### src/rtl/psum_accumulator.sv
// psum_accumulator: accumulates CHANNELS consecutive window sums from the adder
// tree into one output-pixel value and queues finished pixels in a small FIFO
// drained over a valid/ready handshake. The adder tree cannot be stalled, so a
// pixel finishing while the FIFO is full is dropped and flagged in a sticky bit.
//
// Handshake: dout/dout_valid come from registered FIFO state only. A pop happens
// on a rising edge where dout_valid && dout_ready. While dout_valid is high,
// dout holds the oldest entry until it is popped. dout_valid does not depend on
// dout_ready, and dout reads 0 whenever dout_valid is low.
module psum_accumulator #(
  parameter int WIDTH      = 32,
  parameter int CHANNELS   = 3,
  parameter int FIFO_DEPTH = 4
) (
  input  logic                          clk,
  input  logic                          rst,
  input  logic                          adder_valid,
  input  logic [WIDTH-1:0]              din,
  input  logic                          clear,
  output logic                          dout_valid,
  output logic [WIDTH-1:0]              dout,
  input  logic                          dout_ready,
  output logic [$clog2(FIFO_DEPTH):0]   fifo_count,
  output logic                          overflow
);

  localparam int CW   = (CHANNELS > 1) ? $clog2(CHANNELS) : 1;
  localparam int PW   = $clog2(FIFO_DEPTH);
  localparam int CNTW = PW + 1;

  localparam logic [CW-1:0]   CH_LAST = CW'(CHANNELS - 1);
  localparam logic [CNTW-1:0] FULL    = CNTW'(FIFO_DEPTH);

  logic [CW-1:0]    ch_cnt_q, ch_cnt_d;
  logic [WIDTH-1:0] acc_q, acc_d;
  logic [PW-1:0]    wr_q, wr_d;
  logic [PW-1:0]    rd_q, rd_d;
  logic [CNTW-1:0]  count_q, count_d;
  logic             ovf_q, ovf_d;
  logic [WIDTH-1:0] mem_q [FIFO_DEPTH];

  logic             accept;
  logic             last_ch;
  logic [WIDTH-1:0] sum;
  logic             push_req;
  logic             push_ok;
  logic             pop;

  // Channel 0 starts a fresh pixel; later channels add modulo 2^WIDTH.
  always_comb begin
    accept   = adder_valid && !clear;
    last_ch  = (ch_cnt_q == CH_LAST);
    sum      = (ch_cnt_q == '0) ? din : acc_q + din;
    push_req = accept && last_ch;
    pop      = dout_valid && dout_ready;
    // A pop in the same cycle frees the slot, so a full FIFO still accepts.
    push_ok  = push_req && ((count_q != FULL) || pop);
  end

  // Next-state for the channel counter and accumulator; clear wins over data.
  always_comb begin
    ch_cnt_d = ch_cnt_q;
    acc_d    = acc_q;
    if (clear) begin
      ch_cnt_d = '0;
      acc_d    = '0;
    end else if (accept) begin
      acc_d    = sum;
      ch_cnt_d = last_ch ? '0 : ch_cnt_q + CW'(1);
    end
  end

  // Next-state for FIFO pointers, occupancy and the sticky overflow flag.
  always_comb begin
    wr_d    = wr_q;
    rd_d    = rd_q;
    count_d = count_q;
    ovf_d   = ovf_q;
    if (push_ok) wr_d = wr_q + PW'(1);
    if (pop)     rd_d = rd_q + PW'(1);
    case ({push_ok, pop})
      2'b10:   count_d = count_q + CNTW'(1);
      2'b01:   count_d = count_q - CNTW'(1);
      default: count_d = count_q;
    endcase
    if (push_req && !push_ok) ovf_d = 1'b1;
  end

  // State registers with asynchronous active-low reset.
  always_ff @(posedge clk or negedge rst) begin
    if (!rst) begin
      ch_cnt_q <= '0;
      acc_q    <= '0;
      wr_q     <= '0;
      rd_q     <= '0;
      count_q  <= '0;
      ovf_q    <= 1'b0;
    end else begin
      ch_cnt_q <= ch_cnt_d;
      acc_q    <= acc_d;
      wr_q     <= wr_d;
      rd_q     <= rd_d;
      count_q  <= count_d;
      ovf_q    <= ovf_d;
    end
  end

  // FIFO storage; contents are only observable through valid entries.
  always_ff @(posedge clk) begin
    if (push_ok) mem_q[wr_q] <= sum;
  end

  assign dout_valid = (count_q != '0);
  assign dout       = dout_valid ? mem_q[rd_q] : '0;
  assign fifo_count = count_q;
  assign overflow   = ovf_q;

endmodule

### config.mk
export PLATFORM = sky130hd
export DESIGN_NAME = psum_accumulator
export DESIGN_NICKNAME = d
export VERILOG_FILES = /design/src/rtl/psum_accumulator.sv
export SDC_FILE = /design/constraint.sdc
export NUM_CORES = 1
export LEC_CHECK = 0
export CAP_MARGIN = 20
export CORE_ASPECT_RATIO = 1.25
export CORE_UTILIZATION = 50
export CTS_CLUSTER_DIAMETER = 150
export DETAILED_ROUTE_END_ITERATION = 6
export PLACE_DENSITY_LB_ADDON = 0.12
export SLEW_MARGIN = 20
export SYNTH_ARGS = -nofsm -noshare
export SYNTH_HDL_FRONTEND = slang
export SYNTH_SLANG_ARGS = --single-unit
### constraint.sdc
create_clock -name clk -period 3.6 [get_ports clk]
set_input_delay 0.72 -clock clk [delete_from_list [all_inputs] [get_ports clk]]
set_output_delay 0.72 -clock clk [all_outputs]
set_load 0.01 [all_outputs]
* Word level (Yosys, flattened, before mapping)
Memories as Yosys holds them, arrays and structs flattened.
Cells that the tools add are included.
** Operators by class
- Add/subtract/negate cells :: 6
- Equality and inequality tests :: 4
- Multiplexer cells :: 10
- Reduce and logical (&&, ||, !) cells :: 12
** Operators by type and width (count)
- 2-to-1 mux 32 bit :: 4
- adder 32 bit :: 1
- adder 2 x 1 -> 2 bit, second input constant :: 3
- 2-to-1 mux 2 bit :: 3
- case mux 3 bit (2 select lines) :: 1
- logical AND 1 bit :: 5
- == test 2 bit, second input constant :: 2
- nonzero test 2 bit :: 2
- adder 3 x 1 -> 3 bit, second input constant :: 1
- inequality test 3 bit, second input constant :: 1
- nonzero test 3 bit :: 1
- subtractor 3 x 1 -> 3 bit, second input constant :: 1
- == test 2 x 1 -> 1 bit, second input constant :: 1
- logical NOT 1 bit :: 2
- logical NOT 2 bit :: 1
- 2-to-1 mux 1 bit :: 2
- logical OR 1 bit :: 1
** Storage, ports and cells
- Flip-flop bits (word level) :: 42
- Memory bits (writable) :: 128
- Input bits :: 37
- Output and inout bits :: 37
- Memories kept :: 1
** Memory list
- mem_q :: words 4, width 32, rd ports 1, clocked after Yosys merged registers in 0, wr ports 1, RTL line 40 : logic [WIDTH-1:0] mem_q [FIFO_DEPTH];

* Longest topological paths before layout
Gate-level depths: netlist of the first run.
- Word-level depth :: 6
- Mapped depth :: 10
- Gate-level depth less buffers :: 10

* Worst setup path after synthesis of the first run
OpenSTA, ideal clock, no wires.
- Kind :: input-to-reg
- Start point :: input clear
- End point :: memory mem_q[0][0], enable pin
- Arrival :: 2842 ps
- Required time :: 3208 ps
- Path slack :: 366 ps
- Cell stages on the path :: 5
- Cells stage by stage :: clkbuf_1 -> or4b_2 -> buf_2 -> nor2_1 -> and2_1
** On the way
- Word-level cells in the longest chain between the ends :: 6
** Ends and longest elaborated chain
- start: declaration :: RTL line 19 : input logic clear,
- logical NOT 1 bit :: RTL line 51 : accept = adder_valid && !clear;
- logical AND 1 bit :: RTL line 51
- logical AND 1 bit :: RTL line 54 : push_req = accept && last_ch;
- logical AND 1 bit :: RTL line 57 : push_ok = push_req && ((count_q != FULL) || pop);
- 2-to-1 mux 1 bit :: RTL line 110 : if (push_ok) mem_q[wr_q] <= sum;
- 2-to-1 mux 1 bit (not written as such) :: RTL line 110
- end: declaration :: RTL line 40
No other way between the ends.

* Final worst setup path of the first run
- Start point :: input din[0]
- End point :: memory mem_q[1][26] (data pin)
** On the way
- Word-level cells in the longest chain between the ends :: 2
** Ends and longest elaborated chain
- start: declaration :: RTL line 18 : input logic [WIDTH-1:0] din,
- adder 32 bit :: RTL line 53 : sum = (ch_cnt_q == '0) ? din : acc_q + din;
- 2-to-1 mux 32 bit :: RTL line 53
- via sum[26] :: RTL line 44 : logic [WIDTH-1:0] sum;
The timed path passes the listed nets, and every way through them passes these cells.

==> results of run 1 <==
==> final timing paths <==
path / slack [ns] / cells after the start / end / startpoint
min in group clk: 0.47 / 1 / overflow$_DFFE_PN0P_ / overflow$_DFFE_PN0P_
worst max-delay path: 0.27 / 11 / mem_q[1][26]$_DFFE_PP_ / din[0]
max in group asynchronous: 2.54 / 2 / acc_q[19]$_DFFE_PN0P_ / rst
worst max register to register: 0.63 / 10 / mem_q[1][26]$_DFFE_PP_ / acc_q[0]$_DFFE_PN0P_
worst min-delay path: 0.30 / 1 / fifo_count[0]$_DFFE_PN0P_ / rst
worst min register to register: 0.47 / 1 / overflow$_DFFE_PN0P_ / overflow$_DFFE_PN0P_
==> metal layers <==
metal	routed length [um]	share of wire, %
met1	8970	43
met2	10600	51
met3	761	3.7
met4	339	1.6
met5	0	0
==> cell type report <==
class,count,area share [%]
clock buffer,21,4.20
inverter,15,0.525
timing repair buffer,115,10.2
multi-input combinational,507,35.7
tap,224,2.62
sequential,170,45.7
clock inverter,11,1.12
==> worst reg2reg max path, stage by stage, from the launching register on <==
cell and delay (ns):
dfrtp_1 0.39, ha_1 0.22, fa_1 0.42, a21oi_1 0.22, o21ai_1 0.16, a311oi_2 0.32, o211ai_1 0.14, nor2_1 0.28
a21oi_1 0.16, mux2i_1 0.24, nand2_1 0.16
==> power groups by stage <==
stage               Sequential, mW  Combinational (mW)  Clock [mW]
floorplan                     2.34                1.49           0
global placement              2.35                2.47           0
detailed placement            2.36                2.52           0
CTS                           2.32                2.52        1.82
global route                  2.33                2.71        1.90
finish                        2.32                2.49        1.79
==> synthesized netlist by cell type, types with 3 or more instances <==
master    number  area share, %
clkbuf_1      23           0.96
mux4_2        32            8.0
a22oi_1        3           0.25
a21oi_1       52            2.9
ha_1          35            4.9
dfrtp_1       42             12
a31oi_1        3           0.21
o21a_1        15            1.3
buf_2          9           0.50
or3_1          5           0.35
nand2_1       55            2.3
inv_1         14           0.59
xnor2_1       21            2.1
a311oi_1       6           0.59
nand4_1       10           0.70
o21ai_0       20            1.1
o21ai_1        5           0.28
o41ai_1        3           0.29
nor3_1        10           0.56
mux2i_1        8           0.89
o21bai_1       3           0.25
and3_1         4           0.28
nor2_1        88            3.7
xor2_1        10           0.98
a21o_1         7           0.59
and2_1        39            2.7
o31ai_1        4           0.34
o211ai_1       7           0.59
mux2_2         4           0.50
edfxtp_1     128             43
nand3_1       11           0.61
==> state kept, by name (all words and copies together), names as in the netlist <==
register and count:
acc_q 32, ch_cnt_q 2, fifo_count 3, mem_q 128, overflow 1, rd_q 2, wr_q 2
==> per-stage QoR <==
stage	total power, mW	utilization [%]	setup WS (ns)
final	6.60	61.2	0.266
after global routing	6.94	61.2	0.0413
after CTS	6.66	61.2	0.284
after detailed placement	4.87	58.0	-0.168
after global placement	4.81	58.0	-0.0813
after floorplan	3.83	-	0.366
==> cells by family (layout without fill, tap and decap cells) <==
group / count (synthesis) / in the layout / share of synthesized area (%)
simple gates: 241 / 241 / 13.1
buf+inv: 54 / 162 / 2.68
compound gates: 154 / 154 / 11.7
xor+xnor: 31 / 31 / 3.03
flops: 170 / 170 / 54.7
fa+ha+maj: 37 / 37 / 5.34
mux: 44 / 44 / 9.45
==> reports/metrics.csv, run 1 <==
metric;value;unit
fmaxAchievable;0.300;GHz
syn-num-nets;805;
crit_required;3.76;ns
nFillCells;1376;
grt_use_met3;4.49;%
ant_nets;0;
critical_path.slowest_cell;clkdlybuf4s50_1;
grt_usage;24.1;%
p_sw_share;30.6;%
hpwlAfterDp;14000;um
clkPwrFrac;27.1;%
critPathBufInv;1;
ys_ff_latch;170;
hold_class;in2async;
place.gp.congestion;0.892;
cts_inserted_buffers;17;
synth_cell_types;76;
async_reset_ff_share;24.7;%
dieArea;18500;um2
synth_edf_count;128;
final_cell_mix;128 x edfxtp_1, 87 x nor2_1, 72 x clkdlybuf4s50_1;
synthCells;731;
path_clk_slew;0.06;ns
regArea;4900;um2
status;finished, final reports clean;
setup_viol;0;
multi_input_area;3820;um2
crit_top_cell;a21oi_1;
cts_tree;yes;
placementRows;54;
setup-tns-final;0;ns
ys.flop_type;edfxtp_1;
use_met1;30.4;%
p_comb_share;37.8;%
num_vias;6202;
cp_max_fo;4;
clock_sinks;170;
grt_pass1_wl;32800;um
antenna_found_initial;0;
dieHeight;152;um
cts_root_buf;clkbuf_16;
critPathKind;in2reg;
diodes;0;
power_frac_seq;35.1;%
p_int;4.58;mW
cp_data_arrival_time;3.49;ns
critPathTopFamily;compound AO/OA/AOI/OAI gates;
clk_latency;0.44;ns
io_pins;74;
core;17500;um2
rsz0062_at_grt;false;
die_width;122;um
cts_hold_buf;0;
design_area;10700;um2
yosys_warnings;0;
first_pass_iters;4;
cp-start-kind;primary input;
wirelength;20700;um
syn_to_final_growth;19.7;%
clockBufferDepth;2;
cts_setup_buffers;0;
fin_skew;0.0128;ns
p_per_area;616;nW/um2
grt_pass1_vias;6287;
use_met2;41.5;%
drv_cap;0;
post-route-drc-count;0;
slew_headroom;38.5;%
cts-resized-gates;0;
grt_most_used_layer;met2;
hold_viol;0;
worst_pin_slew;0.922;ns
switchingPower;2.02;mW
end_kind;flip-flop;
crit_chain;clkdlybuf4s50_1 > ha_1 > fa_1 > a21oi_1 > o21ai_1 > a311oi_2 > o211ai_1 > nor2_1 > a21oi_1 > mux2i_1 > nand2_1;
yosysSeqAreaShare;54.7;%
ir_worst_vdd;354;uV
grt_remaining_overflow;0;
first_iter_violations;430;
placed_cells;1031;
layout_commonest_cell;edfxtp_1;
port_buffers;73;
routed_via_density;5.83;
finalCriticalPeriod;3.33;ns
htreeDepth;4;
power.leakage;4.04;nW
nets;900;
hold_slack;0.300;ns
instances_no_fill;1063;
syn_area_per_cell;12.2;um2
wire_per_inst;19.5;um
fin_crit_sh;92.6;%
synth.cell_area;8950;um2
grt_max_degree;44;
place_area;10100;um2
slowest_delay;0.44;ns
drive_above_1_share;15.9;%
start_util;51.2;%
drv_slew;0;
Power figures use the tool's default switching activity.
==> run 2, diff against run 1 <==
PLACE_DENSITY = 0.7   (was not set)
PLACE_DENSITY_LB_ADDON = not set   (was 0.12)
==> run 2 against run 1 <==
Effect of this change: via count decreased by 0.73%; hold slack worse by 0.0074 ns; largest cell class unchanged; clock-buffer cell count is 3 lower; utilization up 0.14 points; flip-flop and latch count unchanged; combinational power is essentially flat; cell count is 0.38% higher; non-clock buffer count increased by 4; clock power hardly changed.
==> reports/metrics.csv, run 2 (synthesis results as in run 1) <==
metric;value;unit;change
status;finished, final reports clean;;
port_buffers;73;;unchanged
grt_usage;24.3;%;+0.23 points
p_total;6.59;mW;-0.11%
grt_most_used_layer;met2;;
dieHeight;152;um;unchanged
wire_per_inst;19.6;um;+0.69%
largest_reg_flops;128;;unchanged
antenna_found_initial;1;;+1
die_width;122;um;unchanged
rsz0062_at_grt;false;;
cts_inserted_buffers;17;;unchanged
end_kind;flip-flop;;
path_clk_slew;0.07;ns;about the same
clockBufferDepth;2;;unchanged
regArea;4900;um2;unchanged
post-route-drc-count;0;;unchanged
place_area;10200;um2;+0.17%
layout_commonest_cell;edfxtp_1;;
setup_viol;0;;unchanged
wirelength;20900;um;+1.1%
grt_use_met3;3.97;%;-0.52 points
num_vias;6157;;-0.73%
clk_latency;0.43;ns;about the same
p_per_area;613;nW/um2;-0.34%
syn_to_final_growth;19.9;%;
setup-tns-final;0;ns;unchanged
dieArea;18500;um2;unchanged
first_iter_violations;392;;-8.8%
use_met2;41.7;%;+0.23 points
worst_pin_slew;0.915;ns;-0.00639 ns
hpwlAfterDp;14000;um;-0.22%
core;17500;um2;unchanged
slew_headroom;39.0;%;+0.43 points
ant_nets;0;;unchanged
grt_remaining_overflow;0;;unchanged
grt_max_degree;44;;unchanged
placementRows;54;;unchanged
fmaxAchievable;0.304;GHz;+1.4%
cts_hold_buf;0;;unchanged
diodes;0;;unchanged
power.leakage;4.05;nW;+0.42%
drive_above_1_share;16.3;%;+0.40 points
hold_viol;0;;unchanged
nFillCells;1366;;-0.73%
cts-resized-gates;0;;unchanged
crit_required;3.76;ns;about the same
start_util;51.2;%;unchanged
first_pass_iters;5;;+1
drv_cap;0;;unchanged
nets;904;;+0.44%
drv_slew;0;;unchanged
multi_input_area;3820;um2;unchanged
cts_setup_buffers;0;;unchanged
critPathKind;in2reg;;
htreeDepth;4;;unchanged
cp_data_arrival_time;3.44;ns;-0.05 ns
cp-start-kind;primary input;;
fin_crit_sh;91.3;%;-1.3 points
grt_pass1_vias;6387;;+1.6%
fin_skew;0.0152;ns;+0.00234 ns
cp_max_fo;7;;+3
final_cell_mix;128 x edfxtp_1, 87 x nor2_1, 72 x clkdlybuf4s50_1;;
design_area;10700;um2;+0.22%
place.gp.congestion;0.945;;+6.0%
io_pins;74;;unchanged
routed_via_density;5.77;;-1.1%
cts_root_buf;clkbuf_16;;
cts_tree;yes;;
finalCriticalPeriod;3.29;ns;-0.0465 ns
regMostFlops;mem_q;;
use_met1;30.9;%;+0.47 points
hold_class;in2async;;
clock_sinks;170;;unchanged
ir_worst_vdd;288;uV;-19%
grt_pass1_wl;33200;um;+1.1%
-- run 2: cell count changes in the layout (fill, tap and decap cells not counted), sizes merged --
cell and delta:
clkbuf -3, buf +4, inv +2, clkinvlp -1, clkinv +2
-- run 2: cell type report --
cell class                      instances  area share [%]
Clock buffer                           18            4.00
Clock inverter                         14            1.35
Tap cell                              224            2.61
Sequential cell                       170            45.6
Multi-Input combinational cell        507            35.6
Timing Repair Buffer                  119            10.3
Inverter                               15           0.524
-- run 2: worst max-delay path, stage by stage --
cell	delay [ns]
clkdlybuf4s50_1	0.43
ha_1	0.40
a21oi_1	0.21
o21ai_0	0.12
buf_4	0.15
nor4_1	0.25
a32o_2	0.26
o31ai_2	0.08
buf_4	0.14
a21oi_1	0.32
mux2i_1	0.23
o31ai_1	0.14
-- run 2: path summary, 6_finish.rpt --
| kind | start | to | slack, ns | cells past startpoint |
|---|---|---|---|---|
| worst max-delay path | din[14] | mem_q[1][31]$_DFFE_PP_ | 0.31 | 12 |
| worst min-delay path | rst | fifo_count[0]$_DFFE_PN0P_ | 0.29 | 1 |
| worst max register to register | acc_q[14]$_DFFE_PN0P_ | mem_q[1][31]$_DFFE_PP_ | 0.67 | 11 |
| worst min register to register | overflow$_DFFE_PN0P_ | overflow$_DFFE_PN0P_ | 0.48 | 1 |
| max in group asynchronous | rst | rd_q[0]$_DFFE_PN0P_ | 2.86 | 1 |
| min in group clk | overflow$_DFFE_PN0P_ | overflow$_DFFE_PN0P_ | 0.48 | 1 |
-- run 2: metal layers --
metal | share of wire [%] | vias to the layer above
li1 | - | 2935
met2 | 51 | 165
met5 | 0 | -
met3 | 4.3 | 32
met4 | 2.1 | 0
met1 | 43 | 3025
-- run 2: stage by stage --
stage | util, % | worst slack, ns | instances | hold slack (ns)
6_report | 61.4 | 0.313 | 1067 | 0.292
5_1_grt | 61.4 | 0.0784 | 1067 | 0.326
4_1_cts | 61.4 | 0.322 | 1067 | 0.477
3_5_place_dp | 58.1 | -0.109 | 1035 | 0.462
3_3_place_gp | 58.1 | -0.00715 | 1035 | 0.443
2_1_floorplan | - | 0.366 | 731 | 0.424
-- run 2: report_power, final --
part | internal [mW] | switching [mW]
Sequential | 2.25 | 0.0740
Clock | 1.02 | 0.776
Combinational | 1.28 | 1.19
Total | 4.55 | 2.04
==> patch 1: new RTL, config.mk and constraints of run 1 <==
Change the parameter `FIFO_DEPTH` from 4 to 2.
--- a/src/rtl/psum_accumulator.sv
+++ b/src/rtl/psum_accumulator.sv
@@ -12,3 +12,3 @@
   parameter int CHANNELS   = 3,
-  parameter int FIFO_DEPTH = 4
+  parameter int FIFO_DEPTH = 2
 ) (
Interface: changed (resized fifo_count); port bits go from 74 to 73. The function was not compared with the original's and may differ.
==> patch 1 against run 1 <==
- die area shrank 30%
- first-iteration DRC count shrank 60%
- final area shrank 30%
- power shrank 40%
- count of clock-buffer cells in the layout shrank 12
- via count shrank 20%
- sequential cell count shrank 67
- synthesized cell count shrank 15%
- combinational power shrank 36%
- worst setup slack gained 0.026 ns
- routed wire length shrank 27%
- clock power shrank 48%
- synthesized area shrank 31%
- critical path type unchanged
- largest cell class is now multi-input combinational cells
- highest routed layer unchanged
==> patch 1: results (changes against run 1) <==
stage;metric;value;unit;change
outcome;run_status;finished, final reports clean;;
placement;hpwl;10.2;mm;-27%
critical_path;reg2reg_depth;9;;-1
logic_synthesis;synth_top_family_by_area;compound AO/OA/AOI/OAI gates;;
clock_network;cts-buffers-inserted;9;;-8
power_and_ir_drop;seq-power;1.45;mW;-38%
critical_path;worst-r2r-setup-slack;0.69;ns;+0.06 ns
logic_synthesis;adder_and_majority_gate_portion_of_the_synthesized_area;6.76;%;+1.4 points
clock_network;clock_tree.htree_level_count;3;;-1
logic_synthesis;synth_compound_gate_area_share;16.6;%;+4.9 points
global_route;grt.total_usage;24.8;%;+0.72 points
sta;clock_skew;0.00827;ns;-0.00455 ns
routing;drt_first_pass_iters;5;;+1
logic_synthesis;synth_enable_flop_cells;64;;-50%
cells_and_area;share_of_layout_cells_above_drive_strength_1;10.9;%;-4.9 points
logic_synthesis;post_synth_num_cell_types;63;;-17%
logic_synthesis;ys_async_sr_fraction;37.9;%;+13 points
power_and_ir_drop;static-leakage-power;3.22;nW;-20%
logic_synthesis;ys_seq_area_share;46.6;%;-8.1 points
logic_synthesis;netlist_top_cells_area;sky130_fd_sc_hd__edfxtp_1, sky130_fd_sc_hd__dfrtp_1, sky130_fd_sc_hd__ha_1, sky130_fd_sc_hd__mux2i_1, sky130_fd_sc_hd__nor2_1;;
logic_synthesis;synth_top_cells_by_count;sky130_fd_sc_hd__nor2_1, sky130_fd_sc_hd__edfxtp_1, sky130_fd_sc_hd__nand2_1;;
logic_synthesis;muxShareOfSynthArea;7.04;%;-2.4 points
routing;met3RoutedLength;482;microns;-37%
placement;gp_routability_congestion;0.930;;+4.3%
power_and_ir_drop;power.internal;2.62;mW;-43%
global_route;grt_pass1_wl;24.4;mm;-26%
clock_network;clk_latency;0.35;ns;-0.09 ns
routing;met1_length;6.49;mm;-28%
routing;vias;4950;;-20%
logic_synthesis;syn-num-nets;689;;-14%
cells_and_area;seq_area;0.00290;sq mm;-41%
routing;route.met2.wl;7.78;mm;-27%
placement;place.port_buffers;72;;-1.4%
global_route;globalRouteMet2Util;44.3;%;+2.8 points
critical_path;worstSetupEndpoint;mem_q[0][31];;
logic_synthesis;synth_xor_area_share;4.08;%;+1.1 points
-- patch 1: per-stage QoR --
step | std cells | hold slack, ns | setup slack, ns
finish | 868 | 0.361 | 0.292
global route | 868 | 0.418 | 0.161
CTS | 868 | 0.484 | 0.321
detailed placement | 852 | 0.466 | -0.0278
global placement | 852 | 0.453 | 0.0203
floorplan | 619 | 0.424 | 0.0723
-- patch 1: cell type report --
type / instances / share of cell area (%)
clock inverter: 7 / 0.602
clock buffer: 9 / 3.01
sequential: 103 / 38.8
timing repair buffer: 102 / 12.6
tap: 164 / 2.74
inverter: 11 / 0.552
multi-input combinational: 472 / 41.7
-- patch 1: cell families (layout without fill, tap and decap cells) --
group / after synthesis / in the layout
simple gates: 223 / 223
buf+inv: 44 / 129
fa+ha+maj: 33 / 33
compound gates: 144 / 144
flops: 103 / 103
mux: 43 / 43
xor+xnor: 29 / 29
==> patch 2: new RTL, flow settings as in run 1 <==
Made on the original files. Put one more register stage on the output `fifo_count`, with the module's reset. The value now appears one clock later. The other outputs are not delayed to match.
--- a/src/rtl/psum_accumulator.sv
+++ b/src/rtl/psum_accumulator.sv
@@ -114,3 +114,9 @@
   assign dout       = dout_valid ? mem_q[rd_q] : '0;
-  assign fifo_count = count_q;
+  always_ff @(posedge clk or negedge rst) begin
+    if (!rst) begin
+      fifo_count <= '0;
+    end else begin
+      fifo_count <= count_q;
+    end
+  end
   assign overflow   = ovf_q;
Formal check against the unedited RTL: not equivalent (a bounded check fails within 4 cycles, from zero or initial values and one cycle with rst low).
==> patch 2 against run 1 <==
- maximum frequency fell by 0.42%
- final area rose by 0.83%
- worst hold slack improved by 0.090 ns
- power rose by 0.48%
- largest power group unchanged
- non-clock buffer count fell by 8
- critical path type unchanged
- sequential cell count rose by 3
- combinational power fell by 2%
- synthesized area rose by 1.1%
- routed wire length fell by 1.4%
- worst setup slack got worse by 0.014 ns
==> patch 2: results (changes against run 1) <==
stage;metric;value;unit;change
global_route;number_of_global_route_vias_before_repair;6334;;+0.75%
hold_path;worst_hold_path_type;input pin to async pin;;
cells_and_area;share_of_layout_cells_above_drive_strength_1;16.1;%;+0.21 points
logic_synthesis;netlist_top_cells_area;sky130_fd_sc_hd__edfxtp_1, sky130_fd_sc_hd__dfrtp_1, sky130_fd_sc_hd__mux4_2, sky130_fd_sc_hd__ha_1, sky130_fd_sc_hd__and2_1;;
clock_network;clock-root-buffer;sky130_fd_sc_hd__clkbuf_16;;
cells_and_area;fillerInstances;1396;;+1.5%
sta;worst_pin_slew;1.04;ns;+0.115 ns
logic_synthesis;mean_instance_size_in_the_synthesized_netlist;12.5;sq um;+2.1%
clock_network;ctsResizeCount;0;;unchanged
routing;routed_wirelength;20.4;mm;-1.4%
placement;gp_routability_congestion;0.841;;-5.6%
cells_and_area;finalNetCount;889;;-1.2%
routing;drtIter0Drc;428;;-0.47%
placement;hpwl;13.7;mm;-2.4%
global_route;initial_antenna_violation_count;0;;unchanged
cells_and_area;finalNonFillerCells;1052;;-1.0%
clock_network;cts-buffers-inserted;17;;unchanged
clock_network;clk_latency;0.42;ns;-0.02 ns
global_route;grt.total_usage;23.3;%;-0.72 points
cells_and_area;antennaDiodeCount;0;;unchanged
cells_and_area;reg_top3;mem_q: 128 flops, acc_q: 32 flops;;
logic_synthesis;synth_top_cells_by_count;sky130_fd_sc_hd__edfxtp_1, sky130_fd_sc_hd__nor2_1, sky130_fd_sc_hd__nand2_1;;
placement;numPlacedInstances;1020;;-1.1%
placement;place.port_buffers;73;;unchanged
logic_synthesis;post_synth_num_cell_types;76;;unchanged
global_route;grt_max_degree;46;;+4.5%
sta;final_max_slew_viol_count;0;;unchanged
global_route;grt_pass1_wl;32.7;mm;-0.27%
logic_synthesis;ys_seq_area_share;54.9;%;+0.24 points
power_and_ir_drop;static-leakage-power;4.14;nW;+2.6%
critical_path;worst-path-max-fanout;8;;+4
logic_synthesis;ys_async_sr_fraction;26.0;%;+1.3 points
clock_network;buffers_inserted_by_post_cts_timing_repair;0;;unchanged
logic_synthesis;syn-num-nets;798;;-0.87%
outcome;run_status;finished, final reports clean;;
critical_path;crit_arrival;3.49;ns;about the same
routing;vias;6199;;-0.048%
clock_network;worst_setup_hold_path_clk_slew;0.07;ns;
routing;drt_first_pass_iters;6;;+2
logic_synthesis;synth_enable_flop_cells;128;;unchanged
sta;clock_skew;0.0120;ns;-0.000776 ns
logic_synthesis;ys.warnings.count;0;;unchanged
clock_network;cts-root-to-sink-buffers;2;;unchanged
flow_run;cap_viol_max_count;0;;unchanged
power_and_ir_drop;ir_worst_vdd;0.000263;V;-26%
clock_network;clock_tree.htree_level_count;4;;unchanged
-- patch 2: changes by cell type after synthesis, sizes merged, moves of 5 or more --
cell	before	now
nand4	11	1
nand2	58	64
a21oi	54	37
a211oi	3	12
nor2	89	68
xor2	10	5
inv	15	8
nand2b	0	5
a21o	8	15
or2	2	8
and2	39	44
-- patch 2: kinds of logic after synthesis --
| family | after synthesis | share of synthesized area [%] |
|---|---|---|
| AO/OA/AOI/OAI | 155 | 12.5 |
| multiplexers | 44 | 9.36 |
| flip-flops | 173 | 54.9 |
| adder cells (fa/ha/maj) | 37 | 5.28 |
| AND/OR/NAND/NOR | 245 | 13.3 |
| buffers and inverters | 44 | 2.06 |
| XOR/XNOR | 26 | 2.52 |
-- patch 2: where the power goes --
group / total (mW) / switching [mW] / internal (mW) / leakage (nW)
Sequential: 2.38 / 0.0727 / 2.30 / 1.73
Combinational: 2.43 / 1.17 / 1.26 / 2.12
Clock: 1.82 / 0.786 / 1.04 / 0.290
-- patch 2: per-layer routing --
metal  global-route usage, %  share of wire [%]  wire length, microns
met5                       0                  0                     0
met4                    5.57               0.76                   155
met3                    4.90                4.4                   906
met2                    40.2                 52                 10500
met1                    29.8                 43                  8810
-- patch 2: metrics by stage --
stage	instance area (sq um)	total power, mW	TNS [ns]	hold WS [ns]	setup WS [ns]
2_1_floorplan	9050	3.89	0	0.424	0.465
6_report	10800	6.63	0	0.390	0.252
3_5_place_dp	10200	4.86	-1.59	0.450	-0.105
4_1_cts	10800	6.69	0	0.406	0.174
3_3_place_gp	10200	4.80	-0.0247	0.442	-0.00618
5_1_grt	10800	6.97	0	0.426	0.00644
-- patch 2: worst paths after layout --
kind	start	endpoint	slack, ns	cells after the start
setup / recovery	din[11]	mem_q[1][31]	0.25	10
hold / removal	rst	acc_q[7]	0.39	1
setup reg to reg	acc_q[11]	mem_q[2][26]	0.62	9
hold reg to reg	overflow	overflow	0.46	1
max in group asynchronous	rst	acc_q[2]	2.43	2
min in group clk	overflow	overflow	0.46	1
-- patch 2: area by class of cell --
class                   count  area, sq um  area share [%]
multi-input cells         507         3900            36.1
flip-flops and latches    173         4970            46.0
inverters                   9         33.8           0.313
clock inverters            14          155            1.44
clock buffers              18          429            3.97
repair buffers            107         1040            9.61
well taps                 224          280            2.59
-- patch 2: critical path, stage by stage --
cell                              delay (ns)
sky130_fd_sc_hd__clkdlybuf4s50_1        0.44
sky130_fd_sc_hd__ha_1                   0.41
sky130_fd_sc_hd__and3_1                 0.22
sky130_fd_sc_hd__a221oi_2               0.27
sky130_fd_sc_hd__o22a_1                 0.18
sky130_fd_sc_hd__o21a_4                 0.16
sky130_fd_sc_hd__a21oi_1                0.10
sky130_fd_sc_hd__o22ai_1                0.29
sky130_fd_sc_hd__nor4b_1                0.11
sky130_fd_sc_hd__nor4_1                 0.59
